==> config.mk <==
export PLATFORM = sky130hd
export DESIGN_NAME = i2s_tx
export DESIGN_NICKNAME = d
export VERILOG_FILES = /design/src/rtl/i2s_tx.sv
export SDC_FILE = /design/constraint.sdc
export NUM_CORES = 1
export LEC_CHECK = 0
export CAP_MARGIN = 10
export CORE_MARGIN = 2
export CORE_UTILIZATION = 50
export CTS_CLUSTER_DIAMETER = 120
export CTS_CLUSTER_SIZE = 20
export DETAILED_ROUTE_END_ITERATION = 7
export GPL_ROUTABILITY_DRIVEN = 0
export PLACE_DENSITY = 0.74
export SLEW_MARGIN = 20
export SYNTH_ARGS = -nofsm -noshare
export SYNTH_HDL_FRONTEND = slang
export SYNTH_SLANG_ARGS = --single-unit
==> constraint.sdc <==
create_clock -name clk_50m -period 7.7 [get_ports clk_50m]
set_input_delay 2.31 -clock clk_50m [delete_from_list [all_inputs] [get_ports clk_50m]]
set_output_delay 2.31 -clock clk_50m [all_outputs]
set_load 0.05 [all_outputs]
==> src/rtl/i2s_tx.sv <==
// i2s_tx: I2S transmitter for the WM8731 DAC path.
// Stereo frame words enter through a valid/ready handshake and wait in a
// single-entry buffer. Each channel is shifted out MSB-first on DAC_DAT.
// DAC_DAT changes on BCLK falling-edge strobes and follows DAC_LRC from the
// shared timing generator.
// Optional build macro I2S_TX_HOLD_LAST_EN: when defined, an underrun repeats
// the previous frame. When undefined, an underrun sends silence.
module i2s_tx #(
  parameter int DEPTH = 16
) (
  input  logic        clk_50m,
  input  logic        rst,
  input  logic        DAC_LRC,
  input  logic        i_p_bclk,
  input  logic        i_n_bclk,
  input  logic [31:0] i_tx_data,
  input  logic        i_tx_valid,
  output logic        o_tx_ready,
  output logic        DAC_DAT,
  output logic        o_underrun
);

  localparam int CNT_W = $clog2(DEPTH + 1);

  logic                 r_buf_full;
  logic [2*DEPTH-1:0]   r_buf;
  logic [2*DEPTH-1:0]   r_frame_reg;
  logic                 r_lrc_q;
  logic [CNT_W-1:0]     r_bit_cnt;
  logic [DEPTH-1:0]     r_shreg;

  logic                 w_accept;
  logic                 w_chan_start;
  logic                 w_left_start;
  logic                 w_right_start;
  logic [2*DEPTH-1:0]   w_in_word;
  logic [2*DEPTH-1:0]   w_next_frame;
  logic                 w_unused;

  // The P-edge strobe and the data bits outside the two channel fields are deliberately ignored.
  assign w_unused = ^{i_p_bclk, i_tx_data};

  assign o_tx_ready    = ~r_buf_full;
  assign w_accept      = i_tx_valid & ~r_buf_full;
  assign w_chan_start  = i_n_bclk & (DAC_LRC != r_lrc_q);
  // A falling LRC starts the left channel and therefore a new frame.
  assign w_left_start  = w_chan_start & ~DAC_LRC;
  assign w_right_start = w_chan_start & DAC_LRC;
  assign w_in_word     = {i_tx_data[16+DEPTH-1:16], i_tx_data[DEPTH-1:0]};

  // Pick the frame that the next left start will play: the buffered word, or the underrun fill.
  always_comb begin
    // NOTE: give every always_comb output a value before any branch, so that no latch is inferred.
    w_next_frame = '0;
    if (r_buf_full) begin
      w_next_frame = r_buf;
    end else begin
`ifdef I2S_TX_HOLD_LAST_EN
      w_next_frame = r_frame_reg;
`else
      w_next_frame = '0;
`endif
    end
  end

  // Single-entry buffer: filled on accept, emptied when a left start takes the word.
  always_ff @(posedge clk_50m or posedge rst) begin
    if (rst) begin
      // NOTE: sequential state uses non-blocking (<=) so that every block sees pre-edge values.
      r_buf_full <= 1'b0;
      r_buf      <= '0;
    end else if (w_accept) begin
      r_buf_full <= 1'b1;
      r_buf      <= w_in_word;
    end else if (w_left_start) begin
      r_buf_full <= 1'b0;
    end
  end

  // Track LRC at each BCLK falling edge so that channel boundaries can be detected.
  always_ff @(posedge clk_50m or posedge rst) begin
    if (rst) begin
      r_lrc_q <= 1'b1;
    end else if (i_n_bclk) begin
      r_lrc_q <= DAC_LRC;
    end
  end

  // Latch the frame at each left start, and flag an underrun when no word was waiting.
  always_ff @(posedge clk_50m or posedge rst) begin
    if (rst) begin
      r_frame_reg <= '0;
      o_underrun  <= 1'b0;
    end else begin
      o_underrun <= w_left_start & ~r_buf_full;
      if (w_left_start) begin
        r_frame_reg <= w_next_frame;
      end
    end
  end

  // Serialiser: output the current MSB, then shift, or reload at a channel start.
  always_ff @(posedge clk_50m or posedge rst) begin
    if (rst) begin
      DAC_DAT   <= 1'b0;
      r_shreg   <= '0;
      r_bit_cnt <= '0;
    end else if (i_n_bclk) begin
      DAC_DAT <= (r_bit_cnt != '0) ? r_shreg[DEPTH-1] : 1'b0;
      if (w_left_start) begin
        r_shreg   <= w_next_frame[2*DEPTH-1:DEPTH];
        r_bit_cnt <= CNT_W'(DEPTH);
      end else if (w_right_start) begin
        r_shreg   <= r_frame_reg[DEPTH-1:0];
        r_bit_cnt <= CNT_W'(DEPTH);
      end else begin
        r_shreg <= r_shreg << 1;
        if (r_bit_cnt != '0) begin
          r_bit_cnt <= r_bit_cnt - 1'b1;
        end
      end
    end
  end

endmodule

==> flow_metrics.py, run 1 <==
metrics = {
    "layout": {
        "seq_area_sq_um": 1830,
        "largest_reg_flops": 32,
        "multiInputGateArea_sq_um": 1060,
        "fill_cells": 461,
        "utilization": 0.623,
        "syn2layout_area_growth_pct": 21.9,
        "num_antenna_cells": 0,
        "drive_gt1_frac": 0.164,
        "nets": 314,
    },
    "worst_hold_path": {
        "hold_end": "r_shreg[7]$_DFFE_PP0P_",
        "hold_depth": 2,
        "holdCritPathClass": "register to register",
        "min-delay-start": "r_buf[23]$_DFFE_PP0P_",
    },
    "clock_tree": {
        "insertion_delay_ns": 0.34,
        "cts.sinks": 73,
        "cts_setup_buffers": 0,
        "clockBufferDepth": 2,
        "cts-buffers-inserted": 9,
        "htreeDepth": 3,
        "ctsRootBufferMaster": "clkbuf_8",
        "cts_tree": "yes",
        "clk_pin_slew_ns": 0.07,
        "cts_resized": 0,
        "cts_hold_buf": 0,
    },
    "synthesis": {
        "ys.flop_type": "dfrtp_1",
        "synth-edff-count": 0,
        "async_flop_share": 1.00,
        "yosys.area.top_type": "dfrtp_1",
        "synthesis.nets": 278,
        "synth_area_leaders": "dfrtp_1 (60%), mux2_2 (7.9%), a22o_1 (5.0%), a221oi_1 (4.7%), mux2_1 (4.1%)",
        "syn-cell-area_sq_um": 2990,
        "syn_avg_cell_area_sq_um": 12.5,
        "seq_area_frac_synth": 0.612,
        "yosys-top-cells-count": "dfrtp_1 (72), mux2_2 (21), nor2_1 (21)",
        "yosysMostFrequentCell": "dfrtp_1",
        "yosysUniqueCellTypes": 31,
        "yosys_warnings": 0,
        "yosysTopAreaCellShare": 0.603,
        "ys_ff_latch": 73,
        "synth_cells": 239,
    },
    "global_route": {
        "grt_max_degree": 74,
        "grt_pass1_vias": 1998,
        "grtUsageTotal": 0.197,
        "gr-total-overflow": 0,
        "antenna_found_initial": 0,
        "grt_pass1_wl_um": 9670,
    },
    "pwr": {
        "powerDensity_nw_per_um2": 304,
        "ir_worst_vdd_mv": 0.159,
        "switching_share": 0.264,
        "intPower_w": 0.000815,
        "leakagePower_nw": 1.54,
        "comb_power_share": 0.180,
        "p_sw_w": 0.000292,
        "clkPwrFrac": 0.303,
        "power_w": 0.00111,
        "p_seq_frac": 0.517,
    },
    "sta": {
        "period_share": 0.538,
        "setup_viol": 0,
        "rsz0062_at_grt": "no",
        "fin_worst_skew_ns": 0.00555,
        "hold_viol": 0,
        "fmax_mhz": 241,
        "fin_crit_ns": 4.15,
        "slew_viol_final": 0,
        "tns_ns": 0,
        "slew_headroom": 0.243,
        "tightest_slew_ns": 1.13,
    },
    "critical_path": {
        "reg2reg_to": "r_shreg[12]$_DFFE_PP0P_",
        "cp_data_required_time_ns": 7.92,
        "crit_fanout": 24,
        "r2r-start": "r_lrc_q$_DFFE_PP1P_",
        "end_kind": "register",
        "r2r_slack_ns": 5.91,
        "start_kind": "input pin",
        "crit_family": "buffers and inverters",
        "crit_slowest_cell": "or3_1",
        "worstPathArrival_ns": 4.37,
        "path_cells": "clkdlybuf4s50_1, buf_4, inv_2, or3_1, a22o_1",
        "path_class": "input pin to register",
        "worst_path_largest_cell_delay_ns": 0.73,
        "r2r_cells": 3,
        "cp_num_buf_inv": 3,
    },
    "floorplan": {
        "initial_core_util": 0.511,
        "fp-row-count": 28,
        "ios": 41,
        "die_w_um": 81.3,
        "die_area_sq_um": 6610,
        "core_area_sq_um": 5850,
        "die_y_um": 81.3,
    },
    "detailed_routing": {
        "drt.antenna.violating_nets": 0,
        "drc": 0,
        "via_per_inst": 5.66,
        "vias": 2008,
        "wl_um": 5510,
        "wire_per_inst_um": 15.5,
        "first_pass_iters": 4,
        "drtIter0Drc": 189,
    },
    "place": {
        "detailed_place_hpwl_um": 3380,
        "port_buffers": 39,
    },
    "run": {
        "cap_violations": 0,
    },
    "outcome": {
        "status": "finished, final reports clean",
    },
}
==> power groups by stage <==
stage	combinational, W	clock [W]	sequential (W)
3_5_place_dp	0.000202	0	0.000578
2_1_floorplan	0.000153	0	0.000559
3_3_place_gp	0.000195	0	0.000573
6_report	0.000200	0.000336	0.000572
5_1_grt	0.000228	0.000356	0.000588
4_1_cts	0.000203	0.000343	0.000571
==> layout by cell type (no fill, tap or decap), types with 2 or more instances in the layout <==
cell and n:
a21oi_1 5, a221oi_1 16, a22o_1 17, buf_4 3
bufinv_16 2, clkbuf_8 11, clkdlybuf4s50_1 39, clkinv_2 2
dfrtp_1 72, inv_1 4, inv_2 2, mux2_1 11
mux2_2 21, nand2_1 18, nor2_1 21, o21ai_0 2
o21ai_1 14, or3_1 2, or4b_1 2
==> how the worst max path moves through the flow <==
stage,from,end,slack (ns),cells after the start
global route,DAC_LRC,r_shreg[12]$_DFFE_PP0P_,3.47,4
global placement,i_n_bclk,r_shreg[0]$_DFFE_PP0P_,3.20,5
detailed placement,i_n_bclk,r_frame_reg[15]$_DFFE_PP0P_,3.24,5
CTS,i_n_bclk,r_frame_reg[8]$_DFFE_PP0P_,3.58,5
floorplan,rst,DAC_DAT$_DFFE_PP0P_,3.54,1
finish,i_n_bclk,r_frame_reg[8]$_DFFE_PP0P_,3.55,5
==> stage by stage <==
step	setup WS [ns]	instance area [sq um]	hold WS [ns]	cells
after global placement	3.20	3410	0.469	339
after CTS	3.58	3640	0.494	355
after detailed placement	3.24	3420	0.478	339
after global routing	3.47	3640	0.512	355
final	3.55	3640	0.492	355
after floorplan	3.54	2990	0.448	239
==> layer usage <==
layer | GRT usage | up-vias | wire [um]
li1 | - | 945 | -
met1 | 0.278 | 995 | 2590
met2 | 0.289 | 57 | 2510
met3 | 0.0511 | 11 | 301
met4 | 0.0831 | 0 | 102
met5 | 0 | - | 0
==> worst min-delay path, stage by stage (launching register included) <==
cell and delay, ns:
dfrtp_1 0.35, nand2_1 0.05, o21ai_1 0.06
==> final cells by class <==
cell class / instances / area share
repair buffers: 42 / 0.113
multi-input cells: 143 / 0.290
flip-flops and latches: 73 / 0.502
clock buffers: 11 / 0.0415
well taps: 75 / 0.0257
inverters: 6 / 0.00618
clock inverters: 5 / 0.0213
==> logic make-up after synthesis <==
group / Yosys count / share of synthesized area
mux: 33 / 0.124
buf+inv: 23 / 0.0356
flops: 73 / 0.612
compound gates: 58 / 0.142
fa+ha+maj: 1 / 0.00419
simple gates: 50 / 0.0774
xor+xnor: 1 / 0.00544
(Power assumes the default switching activity.)
==> run 2: changes to the inputs <==
Settings changed: CORE_UTILIZATION 50 to 49, PLACE_DENSITY 0.74 to 0.75.
Clock period 7.7 ns to 3.5 ns, I/O delays scaled along.
==> flow_metrics.py, run 2 (same netlist as run 1, synthesis figures left out) <==
metrics = {
    "global_route": {
        "grt_max_degree": 32,
        "antenna_found_initial": 0,
        "grt_pass1_wl_um": 9290,
        "gr-total-overflow": 0,
        "grtUsageTotal": 0.189,
        "grt_pass1_vias": 1846,
    },
    "detailed_routing": {
        "wl_um": 5490,
        "route.met3.wl_um": 241,
        "first_pass_iters": 4,
        "drc": 0,
        "drt.antenna.violating_nets": 0,
        "top_layer_used": "met4",
        "vias": 1976,
        "wire_per_inst_um": 15.2,
        "met2WireLength_um": 2390,
        "via_per_inst": 5.47,
        "drtIter0Drc": 145,
        "routedLengthMet1_um": 2710,
    },
    "pwr": {
        "clkPwrFrac": 0.297,
        "p_seq_frac": 0.518,
        "ir_worst_vdd_mv": 0.340,
        "p_sw_w": 0.000646,
        "leakagePower_nw": 1.57,
        "powerDensity_nw_per_um2": 658,
        "comb_power_share": 0.185,
        "switching_share": 0.266,
        "power_w": 0.00243,
        "intPower_w": 0.00178,
    },
    "layout": {
        "syn2layout_area_growth_pct": 23.6,
        "layout_common_cells": "dfrtp_1 (72), clkdlybuf4s50_1 (39), nor2_1 (21), mux2_2 (21), nand2_1 (18)",
        "nets": 320,
        "largest_reg_flops": 32,
        "drive_gt1_frac": 0.178,
        "final_common_cell": "dfrtp_1",
        "num_antenna_cells": 0,
    },
    "floorplan": {
        "die_w_um": 82.1,
        "die_area_sq_um": 6740,
        "fp-row-count": 28,
        "core_area_sq_um": 5920,
        "die_y_um": 82.1,
        "initial_core_util": 0.505,
        "ios": 41,
    },
    "clock_tree": {
        "cts-buffers-inserted": 9,
        "cts_tree": "yes",
        "cts_setup_buffers": 0,
        "cts.sinks": 73,
        "cts_hold_buf": 0,
        "clk_pin_slew_ns": 0.08,
        "ctsRootBufferMaster": "clkbuf_8",
        "htreeDepth": 3,
        "clockBufferDepth": 2,
        "cts_resized": 0,
        "insertion_delay_ns": 0.35,
    },
    "sta": {
        "setup_viol": 0,
        "tns_ns": 0,
        "slew_headroom": 0.571,
        "rsz0062_at_grt": "no",
        "hold_viol": 0,
        "period_share": 0.780,
        "fin_worst_skew_ns": 0.00758,
        "fin_crit_ns": 2.73,
        "fmax_mhz": 366,
        "tightest_slew_ns": 0.641,
        "holdWs_ns": 0.490,
        "slew_viol_final": 0,
    },
    "outcome": {
        "status": "finished, final reports clean",
    },
    "worst_hold_path": {
        "holdCritPathClass": "register to register",
    },
    "critical_path": {
        "cp_data_required_time_ns": 2.45,
        "start_kind": "register",
        "crit_fanout": 6,
        "end_kind": "output pin",
        "worstPathArrival_ns": 1.68,
        "path_class": "register to output pin",
    },
    "place": {
        "detailed_place_hpwl_um": 3680,
        "port_buffers": 39,
    },
    "run": {
        "cap_violations": 0,
    },
}
-- run 2: path summary, 6_finish.rpt --
check / depth (start not counted) / to / slack [ns] / from
max: 2 / o_tx_ready / 0.77 / r_buf_full$_DFFE_PP0P_
min: 2 / r_shreg[13]$_DFFE_PP0P_ / 0.49 / r_buf[29]$_DFFE_PP0P_
max reg2reg: 3 / r_frame_reg[3]$_DFFE_PP0P_ / 1.74 / r_lrc_q$_DFFE_PP1P_
min reg2reg: 2 / r_shreg[13]$_DFFE_PP0P_ / 0.49 / r_buf[29]$_DFFE_PP0P_
max in group asynchronous: 3 / r_lrc_q$_DFFE_PP1P_ / 1.74 / rst
min in group asynchronous: 2 / r_frame_reg[15]$_DFFE_PP0P_ / 1.10 / rst
-- run 2: area by class of cell --
class / count / area (sq um)
inverters: 6 / 22.5
clock inverters: 5 / 78.8
flip-flops and latches: 73 / 1830
repair buffers: 48 / 470
multi-input cells: 143 / 1060
fillers: 473 / 2230
well taps: 75 / 93.8
clock buffers: 11 / 141
-- run 2: power groups by stage --
| stage | logic, W | registers, W | clock network, W |
|---|---|---|---|
| floorplan | 0.000336 | 0.00123 | 0 |
| CTS | 0.000457 | 0.00126 | 0.000738 |
| global route | 0.000506 | 0.00129 | 0.000775 |
| finish | 0.000450 | 0.00126 | 0.000722 |
| global placement | 0.000436 | 0.00126 | 0 |
| detailed placement | 0.000454 | 0.00127 | 0 |
-- run 2: worst max-delay path: stages, from the launching register on --
cell,delay (ns)
dfrtp_1,0.46
inv_1,0.08
clkdlybuf4s50_1,0.79
-- run 2: through the flow --
stage / area [sq um] / setup WS (ns) / util / instances
after floorplan: 2990 / 0.598 / - / 239
after global placement: 3470 / 0.429 / 0.586 / 345
after detailed placement: 3470 / 0.369 / 0.586 / 345
after CTS: 3690 / 0.746 / 0.624 / 361
after global routing: 3690 / 0.729 / 0.624 / 361
final: 3690 / 0.770 / 0.624 / 361
-- run 2: routing by layer --
layer,global-route usage,vias up
met5,0,-
met4,0.122,0
met3,0.0391,13
met2,0.255,47
met1,0.278,958
li1,-,958
==> run 3: changes to the inputs <==
Settings changed: CORE_UTILIZATION 49 to 50, PLACE_DENSITY 0.75 to 0.74.
Clock period 3.5 ns to 2.8 ns, I/O delays scaled along.
==> flow_metrics.py, run 3 (same netlist as run 1, synthesis figures left out) <==
metrics = {
    "sta": {
        "fmax_mhz": 400,
        "slew_headroom": 0.556,
        "fin_worst_skew_ns": 0.00380,
        "period_share": 0.893,
        "hold_viol": 0,
        "tns_ns": 0,
        "holdWs_ns": 0.488,
        "fin_crit_ns": 2.50,
        "tightest_slew_ns": 0.663,
        "setup_viol": 0,
        "rsz0062_at_grt": "no",
        "slew_viol_final": 0,
    },
    "clock_tree": {
        "cts_setup_buffers": 0,
        "clk_pin_slew_ns": 0.07,
        "htreeDepth": 3,
        "cts_tree": "yes",
        "cts_hold_buf": 0,
        "cts.sinks": 73,
        "insertion_delay_ns": 0.34,
        "ctsRootBufferMaster": "clkbuf_8",
        "cts_resized": 0,
        "clockBufferDepth": 2,
        "cts-buffers-inserted": 9,
    },
    "pwr": {
        "comb_power_share": 0.192,
        "power_w": 0.00297,
        "ir_worst_vdd_mv": 0.448,
        "leakagePower_nw": 1.57,
        "intPower_w": 0.00216,
        "clkPwrFrac": 0.276,
        "p_seq_frac": 0.532,
        "powerDensity_nw_per_um2": 802,
        "p_sw_w": 0.000803,
        "switching_share": 0.271,
    },
    "detailed_routing": {
        "via_per_inst": 5.57,
        "drt.antenna.violating_nets": 0,
        "drc": 0,
        "wl_um": 5670,
        "wire_per_inst_um": 15.7,
        "vias": 2015,
        "first_pass_iters": 5,
        "drtIter0Drc": 218,
    },
    "critical_path": {
        "crit_family": "buffers and inverters",
        "cp_num_buf_inv": 2,
        "crit_slowest_cell": "clkdlybuf4s50_1",
        "worst_path_largest_cell_delay_ns": 0.79,
        "r2r-start": "r_lrc_q$_DFFE_PP1P_",
        "startpoint": "r_buf_full$_DFFE_PP0P_",
        "worstPathArrival_ns": 1.66,
        "start_kind": "register",
        "crit_fanout": 6,
        "path_class": "register to output pin",
        "path_cells": "inv_1, clkdlybuf4s50_1",
        "end_kind": "output pin",
        "cp_data_required_time_ns": 1.96,
    },
    "place": {
        "placed_cells": 347,
        "detailed_place_hpwl_um": 3730,
        "port_buffers": 39,
    },
    "global_route": {
        "grtUsageTotal": 0.199,
        "antenna_found_initial": 0,
        "grt_pass1_wl_um": 9720,
        "gr-total-overflow": 0,
        "grt_pass1_vias": 2003,
        "grt_max_degree": 74,
    },
    "floorplan": {
        "ios": 41,
        "die_w_um": 81.3,
        "initial_core_util": 0.511,
        "die_y_um": 81.3,
        "fp-row-count": 28,
        "die_area_sq_um": 6610,
        "core_area_sq_um": 5850,
    },
    "run": {
        "cap_violations": 0,
    },
    "outcome": {
        "status": "finished, final reports clean",
    },
    "layout": {
        "largest_reg_flops": 32,
        "syn2layout_area_growth_pct": 23.7,
        "layout.cells.non_filler": 362,
        "nets": 322,
        "num_antenna_cells": 0,
        "layout_common_cells": "dfrtp_1 (72), clkdlybuf4s50_1 (39), nor2_1 (21), mux2_2 (21), nand2_1 (18)",
        "utilization": 0.632,
        "drive_gt1_frac": 0.181,
        "final_common_cell": "dfrtp_1",
    },
    "worst_hold_path": {
        "min-delay-start": "r_buf[15]$_DFFE_PP0P_",
        "holdCritPathClass": "register to register",
    },
}
-- run 3: per-layer routing --
layer  up-vias  part of all wire  track usage
li1        950                 -            -
met1      1003              0.47        0.283
met2        50              0.45        0.284
met3        12             0.044       0.0467
met4         0             0.027        0.107
met5         -                 0            0
-- run 3: area by class of cell --
type,count,area (sq um)
Clock buffer,12,155
Clock inverter,3,40.0
Fill cell,447,2150
Inverter,6,22.5
Multi-Input combinational cell,143,1060
Sequential cell,73,1830
Tap cell,75,93.8
Timing Repair Buffer,50,498
-- run 3: per-stage QoR --
stage	worst slack, ns	area [sq um]
floorplan	0.108	2990
global placement	0.132	3500
detailed placement	0.0298	3500
CTS	0.279	3690
global route	0.229	3700
finish	0.298	3700
-- run 3: power by group through the flow --
stage / registers (W) / logic, W / clock network (W)
floorplan: 0.00154 / 0.000420 / 0
global route: 0.00162 / 0.000636 / 0.000888
finish: 0.00158 / 0.000568 / 0.000819
detailed placement: 0.00160 / 0.000575 / 0
CTS: 0.00158 / 0.000577 / 0.000839
global placement: 0.00158 / 0.000548 / 0
-- run 3: final timing paths --
| path | slack, ns | end | cells past startpoint |
|---|---|---|---|
| worst max-delay path | 0.30 | o_tx_ready | 2 |
| worst min-delay path | 0.49 | r_frame_reg[15]$_DFFE_PP0P_ | 1 |
| worst max register to register | 1.21 | r_frame_reg[0]$_DFFE_PP0P_ | 4 |
| worst min register to register | 0.49 | r_frame_reg[15]$_DFFE_PP0P_ | 1 |
| max in group asynchronous | 1.59 | r_lrc_q$_DFFE_PP1P_ | 3 |
| min in group asynchronous | 0.89 | r_bit_cnt[0]$_DFFE_PP0P_ | 3 |
-- run 3: worst register-to-register path, stage by stage (launching register included) --
cell and delay, ns:
dfstp_2 0.59, inv_1 0.08, or3_1 0.35, buf_4 0.21
a22o_1 0.25
